<file path="src/rtl/w_bus_arbiter.sv">
// Round-robin owner of the shared 8-bit W operand bus: grants one requester a
// burst of beats, registers its data onto W, and releases on LAST, abandon or MAXBEAT.
module w_bus_arbiter #(
    parameter int unsigned NREQ    = 4,
    parameter int unsigned DW      = 8,
    parameter int unsigned MAXBEAT = 16
) (
    input  logic                 CLK,
    input  logic                 RST,
    input  logic [NREQ-1:0]      REQ,
    input  logic [NREQ-1:0]      LAST,
    input  logic [NREQ*DW-1:0]   DIN,
    output logic [NREQ-1:0]      GNT,
    output logic [DW-1:0]        W,
    output logic                 WVALID,
    output logic                 BUSY,
    output logic                 OVR
);

    localparam int unsigned PW = (NREQ > 1) ? $clog2(NREQ) : 1;
    localparam int unsigned CW = $clog2(MAXBEAT) + 1;

    typedef enum logic {IDLE, OWN} state_e;

    state_e            state_q, state_d;
    logic [PW-1:0]     ptr_q, ptr_d;
    logic [PW-1:0]     owner_q, owner_d;
    logic [CW-1:0]     cnt_q, cnt_d;
    logic [NREQ-1:0]   gnt_q, gnt_d;
    logic [DW-1:0]     w_q, w_d;
    logic              wvalid_q, wvalid_d;
    logic              ovr_q, ovr_d;

    logic [DW-1:0]     din_a [NREQ];
    logic [PW-1:0]     pick_c;
    logic              found_c;
    logic [PW:0]       idx_c;
    logic [PW-1:0]     owner_inc_c;

    always_comb begin
        for (int unsigned i = 0; i < NREQ; i++) begin
            din_a[i] = DIN[i*DW +: DW];
        end
    end

    // First requester at or after ptr, wrapping modulo NREQ.
    always_comb begin
        pick_c  = ptr_q;
        found_c = 1'b0;
        idx_c   = '0;
        for (int unsigned k = 0; k < NREQ; k++) begin
            idx_c = {1'b0, ptr_q} + (PW+1)'(k);
            if (idx_c >= (PW+1)'(NREQ)) begin
                idx_c = idx_c - (PW+1)'(NREQ);
            end
            if (!found_c && REQ[idx_c[PW-1:0]]) begin
                pick_c  = idx_c[PW-1:0];
                found_c = 1'b1;
            end
        end
    end

    assign owner_inc_c = (owner_q == PW'(NREQ-1)) ? '0 : owner_q + PW'(1);

    always_comb begin
        state_d  = state_q;
        ptr_d    = ptr_q;
        owner_d  = owner_q;
        cnt_d    = cnt_q;
        gnt_d    = gnt_q;
        w_d      = w_q;
        wvalid_d = 1'b0;
        ovr_d    = 1'b0;
        case (state_q)
            IDLE: begin
                gnt_d = '0;
                if (found_c) begin
                    state_d = OWN;
                    owner_d = pick_c;
                    cnt_d   = '0;
                    gnt_d   = NREQ'(1) << pick_c;
                end
            end
            OWN: begin
                if (REQ[owner_q]) begin
                    w_d      = din_a[owner_q];
                    wvalid_d = 1'b1;
                    cnt_d    = cnt_q + CW'(1);
                    if (LAST[owner_q] || (cnt_q == CW'(MAXBEAT-1))) begin
                        state_d = IDLE;
                        gnt_d   = '0;
                        ptr_d   = owner_inc_c;
                        ovr_d   = ~LAST[owner_q];
                    end
                end else begin
                    // Owner abandoned the bus: release without a beat.
                    state_d = IDLE;
                    gnt_d   = '0;
                    ptr_d   = owner_inc_c;
                end
            end
            default: state_d = IDLE;
        endcase
    end

    always_ff @(posedge CLK) begin
        if (RST) begin
            state_q  <= IDLE;
            ptr_q    <= '0;
            owner_q  <= '0;
            cnt_q    <= '0;
            gnt_q    <= '0;
            w_q      <= '0;
            wvalid_q <= 1'b0;
            ovr_q    <= 1'b0;
        end else begin
            state_q  <= state_d;
            ptr_q    <= ptr_d;
            owner_q  <= owner_d;
            cnt_q    <= cnt_d;
            gnt_q    <= gnt_d;
            w_q      <= w_d;
            wvalid_q <= wvalid_d;
            ovr_q    <= ovr_d;
        end
    end

    assign GNT    = gnt_q;
    assign W      = w_q;
    assign WVALID = wvalid_q;
    assign BUSY   = (state_q == OWN);
    assign OVR    = ovr_q;

endmodule

</file>
<file path="config.mk">
export PLATFORM = sky130hd
export DESIGN_NAME = w_bus_arbiter
export DESIGN_NICKNAME = d
export VERILOG_FILES = /design/src/rtl/w_bus_arbiter.sv
export SDC_FILE = /design/constraint.sdc
export NUM_CORES = 1
export LEC_CHECK = 0
export ABC_AREA = 1
export BUFFER_PORTS_ARGS = -buffer_cell sky130_fd_sc_hd__buf_2
export CAP_MARGIN = 25
export CORE_MARGIN = 2
export CORE_UTILIZATION = 49
export DETAILED_ROUTE_END_ITERATION = 8
export PLACE_DENSITY = 0.79
export SLEW_MARGIN = 25
export SYNTH_ARGS = -nofsm -noshare
export SYNTH_HDL_FRONTEND = slang
export SYNTH_SLANG_ARGS = --single-unit
</file>
<file path="constraint.sdc">
create_clock -name CLK -period 2.2 [get_ports CLK]
set_input_delay 0.44 -clock CLK [delete_from_list [all_inputs] [get_ports CLK]]
set_output_delay 0.44 -clock CLK [all_outputs]
set_load 0.02 [all_outputs]
</file>
* Word level (Yosys, flattened, before mapping)
Cells that the tools add are included.
** Storage, ports and cells
- Word-level logic and storage cells :: 94
- Bits of input ports :: 42
- Register bits :: 24
** Operators by class
- Reductions and logical operators :: 13
- Mux-type cells :: 42
- $add $sub $neg :: 9
- Shift operators :: 1
- Eq/ne operators :: 6
- Bitwise operators :: 5
- Order comparisons :: 10
** Operators with widths (number)
- $mux W2 :: 11
- $bmux W8 S2 :: 1
- $mux W8 :: 2
- $lt A2 B3 Y1 const B :: 5
- $mux W1 :: 14
- $bmux W1 S2 :: 6
- $ge A3 B3 Y1 const B :: 4
- $mux W4 :: 3
- $mux W5 :: 2
- $pmux W5 S2 :: 1
- $pmux W4 S2 :: 1
- $reduce_and A2 Y1 :: 4
- $sub A2 B1 Y2 const B :: 4
- $add A2 B2 Y3 const B :: 2
- $add A5 B1 Y5 const B :: 1
- $eq A5 B4 Y1 const B :: 1
- $ne A2 B1 Y1 const B :: 2
- $not A1 Y1 :: 4
- $reduce_or A4 Y1 :: 1
- $shl A1 B2 Y4 const A :: 1
- $add A2 B1 Y3 const B :: 1
- $ge A2 B3 Y1 const B :: 1
- $logic_and A1 B1 Y1 :: 3
- $logic_not A1 Y1 :: 3
- 8 further kinds :: 8

* Logic depth before layout (Yosys ltp)
Gate-level depths: netlist (run 1).
- Depth in word-level cells :: 17
- Depth in mapped cells :: 14

* Worst setup path before layout (run 1)
OpenSTA, ideal clock, no wires.
- Kind :: register to register
- From :: register owner_q[1]
- To :: register gnt_q[3], in the netlist GNT[3]
- Path buffers :: 1
- Cell stages (with the launch flop) :: 12
- Setup time :: 0.116 ns
- Setup slack :: 0.611 ns
- Arrival time :: 1.473 ns
- Clock period less this slack :: 1.589 ns
- Cell sequence :: dfxtp_1 -> clkbuf_1 -> a21oi_1 -> o21ai_0 -> nand2_1 -> inv_1 -> nand2_2 -> clkinv_1 -> nand2_1 -> inv_1 -> o21ai_0 -> nor2_1
** On the way
- Word-level cells in the longest chain between the ends :: 4
** Ends and longest elaborated chain
- from (decl) :: line 27 : logic [PW-1:0] owner_q, owner_d;
- from (signal assigned) :: line 119 : owner_q <= owner_d;
- $bmux W1 S2 (on tied branches) :: line 85, 89
- $mux W1 (on tied branches) :: line 85, 89
- $mux W4 or $logic_or A1 B1 Y1 (tied branches) :: line 85, 89
- $pmux W4 S2 or $ne A3 B2 Y1 (tied branches)
- to (signal assigned) :: line 121 : gnt_q <= gnt_d;
- to (decl) :: line 29 : logic [NREQ-1:0] gnt_q, gnt_d;
Several ways; a longest one is shown, not always the timed one. The select of a mux whose other input is x is not followed.
A chain may end at the register's enable or synchronous reset.

* Final worst setup path (run 1)
- From :: register ptr_q[1]
- To :: register gnt_q[2], in the netlist GNT[2]
** On the way
- Word-level cells in the longest chain between the ends :: 17
** Ends and longest elaborated chain
- from (decl) :: line 26 : logic [PW-1:0] ptr_q, ptr_d;
- from (signal assigned) :: line 118 : ptr_q <= ptr_d;
- branches (longest 15 deep; another with $add A2 B1 Y3)
- $mux W4 (*) :: line 77 : if (found_c) begin
- $pmux W4 S2 (*) :: line 74 : case (state_q)
Mark *: on every way between the ends. The select of a mux whose other input is x is not followed.

==> results of run 1 <==
[power groups by stage]
stage               Sequential (mW)  Clock (mW)  Combinational [mW]
finish                        0.615       0.316                1.39
global route                  0.627       0.343                1.57
CTS                           0.611       0.322                1.38
detailed placement            0.618           0                1.38
global placement              0.618           0                1.36
floorplan                     0.690           0               0.955
[state kept, by name, summed over array words and instances, names as in the netlist]
| register | count |
|---|---|
| BUSY | 1 |
| owner_q | 2 |
| ptr_q | 2 |
| W | 8 |
| WVALID | 1 |
| GNT | 4 |
| cnt_q | 5 |
| OVR | 1 |
[cells by family (layout without fill, tap and decap cells)]
family,Yosys count,in the layout,synth area share (%)
and+or+nand+nor,132,132,36.2
buffers and inverters,27,83,7.72
adders and majority gates,3,3,2.44
AOI/OAI and AO/OA,63,63,22.4
DFF,24,24,31.2
[worst paths after layout]
path,startpoint,end,slack [ns]
worst max register to register,ptr_q[1]$_SDFFE_PP0P_,GNT[2]$_SDFFE_PP0P_,0.36
worst min-delay path,W[7]$_SDFFE_PP0P_,W[7]$_SDFFE_PP0P_,0.47
worst min register to register,W[7]$_SDFFE_PP0P_,W[7]$_SDFFE_PP0P_,0.47
worst max-delay path,ptr_q[1]$_SDFFE_PP0P_,GNT[2]$_SDFFE_PP0P_,0.36
[layer usage]
metal  track usage, %  part of all wire (%)  vias to the layer above
met4             5.40                   1.3                        0
met1             31.5                    44                      820
met5                0                     0                        -
met3             6.06                   7.8                        6
met2             37.6                    47                       73
li1                 -                     -                      944
[cell usage in the layout, fill, tap and decap left out, drive strengths merged]
cell and n:
clkbuf 3, nand4 3, nand2 83, ha 3
o32ai 1, dfxtp 24, o22ai 8, nor2 24
buf 63, bufinv 1, inv 14, a211oi 1
nand3 20, clkinv 2, o21ai 27, and3 2
a21oi 25, a22oi 1
[through the flow]
| step | power (mW) | worst slack [ns] | util (%) | hold slack (ns) |
|---|---|---|---|---|
| final | 2.32 | 0.356 | 63.6 | 0.469 |
| after global routing | 2.54 | 0.132 | 63.6 | 0.496 |
| after CTS | 2.31 | 0.254 | 63.6 | 0.470 |
| after detailed placement | 1.99 | 0.289 | 61.8 | 0.451 |
| after global placement | 1.98 | 0.277 | 61.8 | 0.450 |
| after floorplan | 1.65 | 0.611 | - | 0.446 |
[critical path: stages (launching register included)]
cell and delay (ns):
dfxtp_2 0.47, inv_4 0.09, nand2_1 0.06, nand2_1 0.14, nand2_1 0.11, nand2_2 0.10, nor2_4 0.12, nand2_2 0.07
o21ai_4 0.27, a21oi_1 0.14, nand2_1 0.10, a21oi_1 0.05
[layout make-up]
cell class / instances / area [um^2]
Tap cell: 44 / 55.1
Multi-Input combinational cell: 198 / 941
Sequential cell: 24 / 482
Clock inverter: 1 / 30.0
Fill cell: 307 / 1100
Clock buffer: 3 / 22.5
Inverter: 16 / 62.6
Timing Repair Buffer: 63 / 333
[what timing repair did]
action / 4_1_cts / 5_1_grt
setup endpoints to repair: 0 / 1
buffers inserted: 0 / 0
gates resized for setup: 0 / 1
==> results by group, run 1 <==
Detailed routing
  – Starting DRT DRC Count: 84
  – Drt wl/cell: 11.3 um
  – DRC: 0
  – Initial DRT Pass Iterations: 4
  – Post-route ant nets: 0
  – Routed vias/inst: 5.28
  – DR vias: 1843
  – WL final: 3940 um

Floorplanning
  – # IOs: 57
  – FP Rows: 20
  – Core area: 3030 um^2
  – Die footprint: 3610 um^2
  – Chip width: 60.1 um
  – Initial Util: 50.9%
  – Die height: 60.1 um

Timing
  – Max transition margin: 77.3%
  – Setup Skew: 0.00925 ns
  – Tcrit/Tclk final: 83.8%
  – Count of final setup violators: 0
  – Pins Over Slew Limit: 0
  – Fin Setup TNS: 0 ns
  – Fmax: 542 MHz
  – Slew @ Worst Pin: 0.341 ns
  – Final Hold Fails: 0
  – Clock period minus worst slack: 1.84 ns
  – RSZ-0062 raised after global routing: no

CTS
  – Post-cts hold buffer count: 0
  – Skew-Pair Late Insertion Delay: 0.31 ns
  – TritonCTS clock tree: yes
  – Clock Tree Root: clkbuf_4
  – CTS Buf Count: 3
  – Clock buffer depth: 2
  – Worst-path clk slew: 0.14 ns
  – CTS sink count: 24
  – H-tree levels: 1

Placed design
  – Placed Instances: 345
  – Area after DPL: 1870 um^2
  – RD Place Congestion: 0.937
  – Final HPWL DP: 3000 um
  – I/O Buffers: 56

Worst setup path
  – Critical path class: reg2reg
  – Worst setup EP type: register
  – Critical Path Start Type: register
  – CP max FO: 9
  – Worst Path Arrival: 2.04 ns
  – Critical Path RT: 2.40 ns
  – Path depth of the worst reg2reg path: 11

Global routing
  – Initial antenna violation count: 0
  – GR Overflow Total: 0
  – Vias in the first global route: 1581
  – Largest net degree at the start of global routing: 19
  – First-pass GRT wire length: 6570 um
  – Gr usage total: 23.4%

Yosys
  – Cell with the most instances after synthesis: nand2_1
  – Top cells by count, synth: 78 x nand2_1, 26 x o21ai_0, 25 x a21oi_1
  – Dominant synthesized flop cell: dfxtp_1
  – Synth Cell Area: 1540 um^2
  – Yosys warning count: 0
  – Post-synth EDFFs: 0
  – Syn Nets: 294
  – Synth Register Bits: 24
  – Syn avg cell area: 6.19 um^2
  – Dominant cell type by area after synthesis: dfxtp_1
  – Synth top area cells: dfxtp_1 31%, nand2_1 19%, o21ai_0 8.4%
  – Post-Syn Instances: 249
  – Yosys cell types: 25
  – Top cell type's share of synthesized area: 31.2%
  – Asr flop ratio synth: 0%
  – Register area share after synthesis: 31.2%

Finish
  – Post-layout net count: 351
  – Inserted Diodes: 0
  – Post-route design area: 1930 um^2
  – Area growth, synth to finish: 25.0%
  – Layout Cells excl Fill: 349
  – Share of post-route cells with drive strength above 1: 25.2%

Status
  – Status: complete, no violations

Power and ir drop
  – Switching Fraction: 48.7%
  – Net Switching: 1.13 mW
  – Combinational power share: 59.9%
  – Reg power frac: 26.5%
  – Pwr/cell area: 1200 nW/um^2
  – Internal power: 1.19 mW
  – LEAKAGE: 0.963 nW
  – Clk pwr share: 13.6%
  – Peak VDD IR: 0.000591 V

Worst hold path
  – Min-Delay Path Class: reg2reg
  – WHS Path Cells: 2

Run
  – Max_cap viols: 0
Note: power is estimated with default switching activity, not from simulation.
==> run 2: changes to the inputs <==
--- a/config.mk
+++ b/config.mk
@@ -9,9 +9,9 @@
 export BUFFER_PORTS_ARGS = -buffer_cell sky130_fd_sc_hd__buf_2
 export CAP_MARGIN = 25
 export CORE_MARGIN = 2
-export CORE_UTILIZATION = 49
+export CORE_UTILIZATION = 44
 export DETAILED_ROUTE_END_ITERATION = 8
-export PLACE_DENSITY = 0.79
+export PLACE_DENSITY = 0.75
 export SLEW_MARGIN = 25
 export SYNTH_ARGS = -nofsm -noshare
 export SYNTH_HDL_FRONTEND = slang
==> constraint.sdc (replaced) <==
create_clock -name CLK -period 1.6 [get_ports CLK]
set_input_delay 0.32 -clock CLK [delete_from_list [all_inputs] [get_ports CLK]]
set_output_delay 0.32 -clock CLK [all_outputs]
set_load 0.02 [all_outputs]
==> results by group, run 2 (synthesis results as in run 1) <==
Status
  – Status: finished, violations left
  – Violated checks: setup timing

Finish
  – Share of post-route cells with drive strength above 1: 44.6% (+19 points)
  – Area growth, synth to finish: 53.1%
  – Commonest non-fill, non-tap cell in the layout: nand2_1
  – Most frequent cells in the layout: 58 x nand2_1, 56 x buf_2, 37 x buf_4
  – Layout Cells excl Fill: 387 (+11%)
  – FILL cells: 293 (-4.6%)
  – Max FFs per register: 8 (unchanged)
  – Inserted Diodes: 0 (unchanged)
  – Post-layout net count: 387 (+10%)

CTS
  – Worst-path clk slew: 0.14 ns (about the same)
  – TritonCTS clock tree: yes
  – Post-cts hold buffer count: 0 (unchanged)
  – CTS sink count: 24 (unchanged)
  – Skew-Pair Late Insertion Delay: 0.32 ns (about the same)
  – CTS Buf Count: 3 (unchanged)
  – H-tree levels: 1 (unchanged)
  – Clock Tree Root: clkbuf_4
  – Clock buffer depth: 2 (unchanged)

Worst setup path
  – Critical Path Start Type: register
  – Critical Path RT: 1.82 ns (-0.58 ns)
  – CP max FO: 7 (-2)
  – Worst Path Arrival: 2.01 ns (-0.03 ns)
  – Worst setup EP type: register
  – Path depth of the worst reg2reg path: 11 (unchanged)
  – Critical path class: reg2reg

Placed design
  – I/O Buffers: 56 (unchanged)
  – Final HPWL DP: 3380 um (+13%)
  – Dpl ws: -0.237 ns (-0.526 ns)
  – RD Place Congestion: 0.847 (-9.7%)
  – Placed Instances: 371 (+7.5%)

Detailed routing
  – DR vias: 2044 (+11%)
  – Drt wl/cell: 13.3 um (+18%)
  – WL final: 5160 um (+31%)
  – Starting DRT DRC Count: 115 (+37%)
  – Initial DRT Pass Iterations: 4 (unchanged)
  – Routed vias/inst: 5.28 (about the same)
  – DRC: 0 (unchanged)
  – Post-route ant nets: 0 (unchanged)

Floorplanning
  – Initial Util: 46.2% (-4.7 points)
  – Core area: 3340 um^2 (+10%)
  – Chip width: 63.2 um (+5.2%)
  – Die footprint: 3990 um^2 (+11%)
  – FP Rows: 21 (+5.0%)
  – Die height: 63.2 um (+5.2%)
  – # IOs: 57 (unchanged)

Timing
  – Tcrit/Tclk final: 111% (+28 points)
  – Max transition margin: 77.5% (+0.23 points)
  – Fmax: 561 MHz (+3.4%)
  – Count of final setup violators: 12 (+12)
  – Clock period minus worst slack: 1.78 ns (-0.0606 ns)
  – Setup Skew: 0.00804 ns (-0.00121 ns)
  – Pins Over Slew Limit: 0 (unchanged)
  – Final Hold Fails: 0 (unchanged)
  – RSZ-0062 raised after global routing: yes
  – Setup slack after layout: -0.184 ns (-0.539 ns)
  – Slew @ Worst Pin: 0.338 ns (-0.00343 ns)

Worst hold path
  – Min-Delay Path Class: in2reg
  – WHS Path Cells: 2 (unchanged)

Run
  – Max_cap viols: 0 (unchanged)

Global routing
  – GR Overflow Total: 0 (unchanged)
  – First-pass GRT wire length: 7370 um (+12%)
  – Largest net degree at the start of global routing: 19 (unchanged)
  – Initial antenna violation count: 0 (unchanged)
  – Gr usage total: 22.8% (-0.61 points)
  – Vias in the first global route: 1785 (+13%)

Power and ir drop
  – Pwr/cell area: 1750 nW/um^2 (+45%)
  – Peak VDD IR: 0.000793 V (+34%)
  – LEAKAGE: 1.16 nW (+21%)
-- run 2: cell count changes in the layout (fill, tap and decap cells not counted), moves of 3 or more --
cell,previous run,this run
buf_4,7,37
nand2_1,78,58
nand2_2,4,21
buf_6,0,5
nand3_1,20,15
a21oi_1,25,21
a21oi_2,0,4
dfxtp_1,23,19
nand3_2,0,4
o21ai_0,26,22
nand2_4,1,4
-- run 2: final timing paths --
kind,from,endpoint,slack [ns]
hold reg to reg,GNT[1]$_SDFFE_PP0P_,GNT[1]$_SDFFE_PP0P_,0.47
setup / recovery,ptr_q[0]$_SDFFE_PP0P_,owner_q[1]$_SDFFE_PP0P_,-0.18
hold / removal,RST,W[2]$_SDFFE_PP0P_,0.38
setup reg to reg,ptr_q[0]$_SDFFE_PP0P_,owner_q[1]$_SDFFE_PP0P_,-0.18
-- run 2: area by class of cell --
class                      count  area (um^2)  area share, %
sequential                    24          492           20.8
timing repair buffer          98          614           26.0
clock inverter                 1         30.0           1.27
tap                           46         57.6           2.44
timing repair inverter         1         6.26          0.265
multi-input combinational    198         1070           45.3
inverter                      16         67.6           2.86
clock buffer                   3         22.5          0.955
-- run 2: metrics by stage --
step	total power, mW	hold slack (ns)	TNS (ns)	util, %	instance area [um^2]
2_1_floorplan	2.26	0.446	0	-	1540
3_3_place_gp	2.98	0.450	-0.527	61.6	2050
3_5_place_dp	3.02	0.455	-0.900	61.6	2050
4_1_cts	3.69	0.361	-0.416	66.2	2210
5_1_grt	4.40	0.394	-2.30	70.7	2360
6_report	4.13	0.380	-1.20	70.7	2360
-- run 2: worst max-delay path, stage by stage (launching register included) --
cell     delay [ns]
dfxtp_4        0.45
inv_6          0.06
nand2_1        0.09
nand2_2        0.10
nand2_2        0.09
nand2_4        0.08
nor2_4         0.12
nand2_2        0.07
o21ai_4        0.27
a21oi_1        0.13
o21ai_1        0.15
inv_1          0.07
-- run 2: per-layer routing --
metal / GRT usage [%] / vias to the layer above / share of wire [%]
li1: - / 1018 / -
met1: 26.5 / 918 / 40
met2: 41.6 / 96 / 50
met3: 4.46 / 12 / 7.8
met4: 7.50 / 0 / 2.2
met5: 0 / - / 0
-- run 2: report_power, final --
part | internal (mW) | leakage [nW] | total, mW | switching [mW]
clock network | 0.253 | 0.0279 | 0.442 | 0.189
registers | 0.757 | 0.198 | 0.904 | 0.147
logic | 1.17 | 0.938 | 2.79 | 1.61
total | 2.18 | 1.16 | 4.13 | 1.95
-- run 2: timing repair --
action                                  CTS  global route
setup buffers                             4             6
endpoints found under the setup margin   11            15
hold endpoints to repair                  0             0
pin swaps                                12             9
resized for setup                        26            33
cloned                                    1             1
==> run 3: changes to the inputs <==
--- a/config.mk
+++ b/config.mk
@@ -9,9 +9,8 @@
 export BUFFER_PORTS_ARGS = -buffer_cell sky130_fd_sc_hd__buf_2
 export CAP_MARGIN = 25
 export CORE_MARGIN = 2
-export CORE_UTILIZATION = 44
+export CORE_UTILIZATION = 35
 export DETAILED_ROUTE_END_ITERATION = 8
-export PLACE_DENSITY = 0.75
 export SLEW_MARGIN = 25
 export SYNTH_ARGS = -nofsm -noshare
 export SYNTH_HDL_FRONTEND = slang
==> constraint.sdc (replaced) <==
create_clock -name CLK -period 1.6 [get_ports CLK]
set_input_delay 0 -clock CLK [delete_from_list [all_inputs] [get_ports CLK]]
set_output_delay 0 -clock CLK [all_outputs]
set_load 0.02 [all_outputs]
==> results by group, run 3 (synthesis results as in run 1) <==
Floorplanning
  – # IOs: 57 (unchanged)
  – Core area: 4290 um^2 (+29%)
  – Initial Util: 35.9% (-10 points)
  – Die height: 70.3 um (+11%)
  – FP Rows: 24 (+14%)
  – Die footprint: 4950 um^2 (+24%)
  – Chip width: 70.3 um (+11%)

Worst hold path
  – Min-Delay Path Class: in2reg
  – WHS Path Cells: 2 (unchanged)
  – Hold Path End: GNT[2]$_SDFFE_PP0P_
  – Hold Path Origin: RST

Placed design
  – I/O Buffers: 56 (unchanged)
  – RD Place Congestion: 0.836 (-1.2%)
  – Final HPWL DP: 3440 um (+1.8%)

Timing
  – Tcrit/Tclk final: 106% (-5.8 points)
  – Setup Skew: 0.00223 ns (-0.00581 ns)
  – Max transition margin: 75.7% (-1.8 points)
  – Slew @ Worst Pin: 0.365 ns (+0.0270 ns)
  – Pins Over Slew Limit: 0 (unchanged)
  – Hold Slack: 0.117 ns (-0.263 ns)
  – Clock period minus worst slack: 1.69 ns (-0.0933 ns)
  – Count of final setup violators: 8 (-4)
  – RSZ-0062 raised after global routing: yes
  – Setup slack after layout: -0.0904 ns (+0.0933 ns)
  – Fmax: 592 MHz (+5.5%)
  – Final Hold Fails: 0 (unchanged)

Global routing
  – Initial antenna violation count: 0 (unchanged)
  – GR Overflow Total: 0 (unchanged)
  – Gr usage total: 18.2% (-4.6 points)
  – Largest net degree at the start of global routing: 19 (unchanged)
  – First-pass GRT wire length: 7460 um (+1.2%)
  – Vias in the first global route: 1696 (-5.0%)

Worst setup path
  – Worst Path Arrival: 1.89 ns (-0.12 ns)
  – Worst r2r dst: GNT[1]$_SDFFE_PP0P_
  – Slowest CP cell: dfxtp_4
  – Critical Path Start Type: register
  – Reg-to-Reg Start: ptr_q[0]$_SDFFE_PP0P_
  – CP peak stage delay: 0.40 ns (-0.05 ns)
  – Critical Path, Cell by Cell: buf_6 -> nand2_2 -> nand2_2 -> buf_6 -> nand2_4 -> nand2_2 -> nand4_1 -> nand2_2 -> nand2_2 -> nor2_2 -> nand3_1 -> a21oi_1
  – Critical Path Most Common Cell: nand2_2
  – Critical path class: reg2reg
  – Path depth of the worst reg2reg path: 12 (+1)
  – Worst setup EP type: register
  – Critical Path RT: 1.80 ns (-0.02 ns)
  – Worst R2R Setup Slack: -0.09 ns (+0.09 ns)
  – CP max FO: 4 (-3)

Finish
  – Share of post-route cells with drive strength above 1: 43.1% (-1.5 points)
  – Register area: 490 um^2 (-0.25%)
  – Most frequent cells in the layout: 57 x nand2_1, 56 x buf_2, 32 x buf_4
  – FILL cells: 413 (+41%)
  – Commonest non-fill, non-tap cell in the layout: nand2_1
  – Multi-input logic area: 1070 um^2 (+0.35%)
  – Post-layout net count: 385 (-0.52%)
  – Final core occ: 55.5% (-15 points)
  – Area growth, synth to finish: 54.8%
  – Max FFs per register: 8 (unchanged)
  – Inserted Diodes: 0 (unchanged)

Run
  – Max_cap viols: 0 (unchanged)

Power and ir drop
  – Pwr/cell area: 1760 nW/um^2 (+0.63%)
  – Switching Fraction: 45.6% (-1.5 points)
  – LEAKAGE: 1.17 nW (about the same)
  – Clk pwr share: 9.9% (-0.8 points)
  – Net Switching: 1.92 mW (-1.6%)
  – Peak VDD IR: 0.000674 V (-15%)
  – Pwr Total: 4.20 mW (+1.7%)
  – Combinational power share: 69.3% (+1.9 points)
  – Internal power: 2.29 mW (+4.7%)
  – Reg power frac: 20.8% (-1.1 points)

Detailed routing
  – DRC: 0 (unchanged)
  – Initial DRT Pass Iterations: 5 (+1)
  – Drt wl/cell: 12.0 um (-9.7%)
  – Starting DRT DRC Count: 125 (+8.7%)
  – Post-route ant nets: 0 (unchanged)
  – Routed vias/inst: 5.06 (-4.2%)
  – DR vias: 1979 (-3.2%)
  – WL final: 4710 um (-8.8%)

CTS
  – Clock buffer depth: 2 (unchanged)
  – Skew-Pair Late Insertion Delay: 0.27 ns (-0.05 ns)
  – Clock Tree Root: clkbuf_8
  – CTS Buf Count: 3 (unchanged)
  – CTS sink count: 24 (unchanged)
  – Worst-path clk slew: 0.09 ns (-0.05 ns)
  – H-tree levels: 1 (unchanged)
  – TritonCTS clock tree: yes

Status
  – Status: finished, violations left
  – Violated checks: setup timing
==> run 3: cell types whose count changed in the layout (fill, tap and decap cells not counted), moves of 2 or more <==
cell / delta
buf_4: -5
clkbuf_8: +4
buf_6: +3
clkbuf_4: -3
o21ai_1: +3
a21oi_2: -2
nand2_2: +2
nand2_4: -2
o21ai_0: -2
==> run 3: cell type report <==
type                    instances  area share, %
flip-flops and latches         24           20.6
multi-input cells             198           45.0
repair buffers                 97           26.5
well taps                      52           2.73
clock buffers                   4           2.31
inverters                      16           2.94
==> run 3: through the flow <==
stage	instances	setup slack, ns	TNS (ns)	cell area [um^2]
after detailed placement	375	-0.136	-0.647	2060
after global placement	375	-0.159	-0.542	2060
after global routing	391	-0.202	-1.63	2380
after CTS	380	-0.0456	-0.136	2190
after floorplan	249	0.0109	0	1540
final	391	-0.0904	-0.421	2380
==> run 3: worst max path at each step <==
stage                       startpoint               endpoint  slack (ns)  depth (start not counted)
6_report         ptr_q[0]$_SDFFE_PP0P_    GNT[1]$_SDFFE_PP0P_       -0.09                         12
5_1_grt          ptr_q[0]$_SDFFE_PP0P_    GNT[1]$_SDFFE_PP0P_       -0.20                         12
4_1_cts          ptr_q[0]$_SDFFE_PP0P_  cnt_q[3]$_SDFFE_PP0P_       -0.05                         13
3_5_place_dp     ptr_q[0]$_SDFFE_PP0P_    GNT[2]$_SDFFE_PP0P_       -0.14                         12
3_3_place_gp     ptr_q[0]$_SDFFE_PP0P_    GNT[2]$_SDFFE_PP0P_       -0.16                         12
2_1_floorplan  owner_q[1]$_SDFFE_PP0P_    GNT[3]$_SDFFE_PP0P_        0.01                         11
==> run 3: critical path, delay by kind of cell (launching register included) <==
| family | cells | cell delay [ns] |
|---|---|---|
| buffers and inverters | 2 | 0.23 |
| AND/OR/NAND/NOR | 9 | 0.85 |
| AO/OA/AOI/OAI | 1 | 0.13 |
| flip-flops | 1 | 0.40 |
==> run 3: power by group through the flow <==
stage | Combinational, mW | Sequential [mW] | Clock, mW
after floorplan | 1.31 | 0.949 | 0
after global placement | 2.27 | 0.856 | 0
after detailed placement | 2.27 | 0.856 | 0
after CTS | 2.43 | 0.864 | 0.424
after global routing | 3.19 | 0.896 | 0.444
final | 2.91 | 0.872 | 0.416
==> run 3: routing by layer <==
layer	up-vias	GRT usage, %	part of all wire [%]	wire length, um
li1	1013	-	-	-
met1	880	24.4	45	2140
met2	80	30.2	46	2190
met3	6	3.90	7.2	338
met4	0	3.21	0.96	45
met5	-	0	0	0
==> run 3: what timing repair did <==
item / in CTS / in global routing
hold endpoints to repair: 0 / 0
resized for setup: 25 / 35
pin swaps: 10 / 17
setup endpoints to repair: 10 / 23
buffers inserted: 1 / 11
hold buffers: 0 / 0
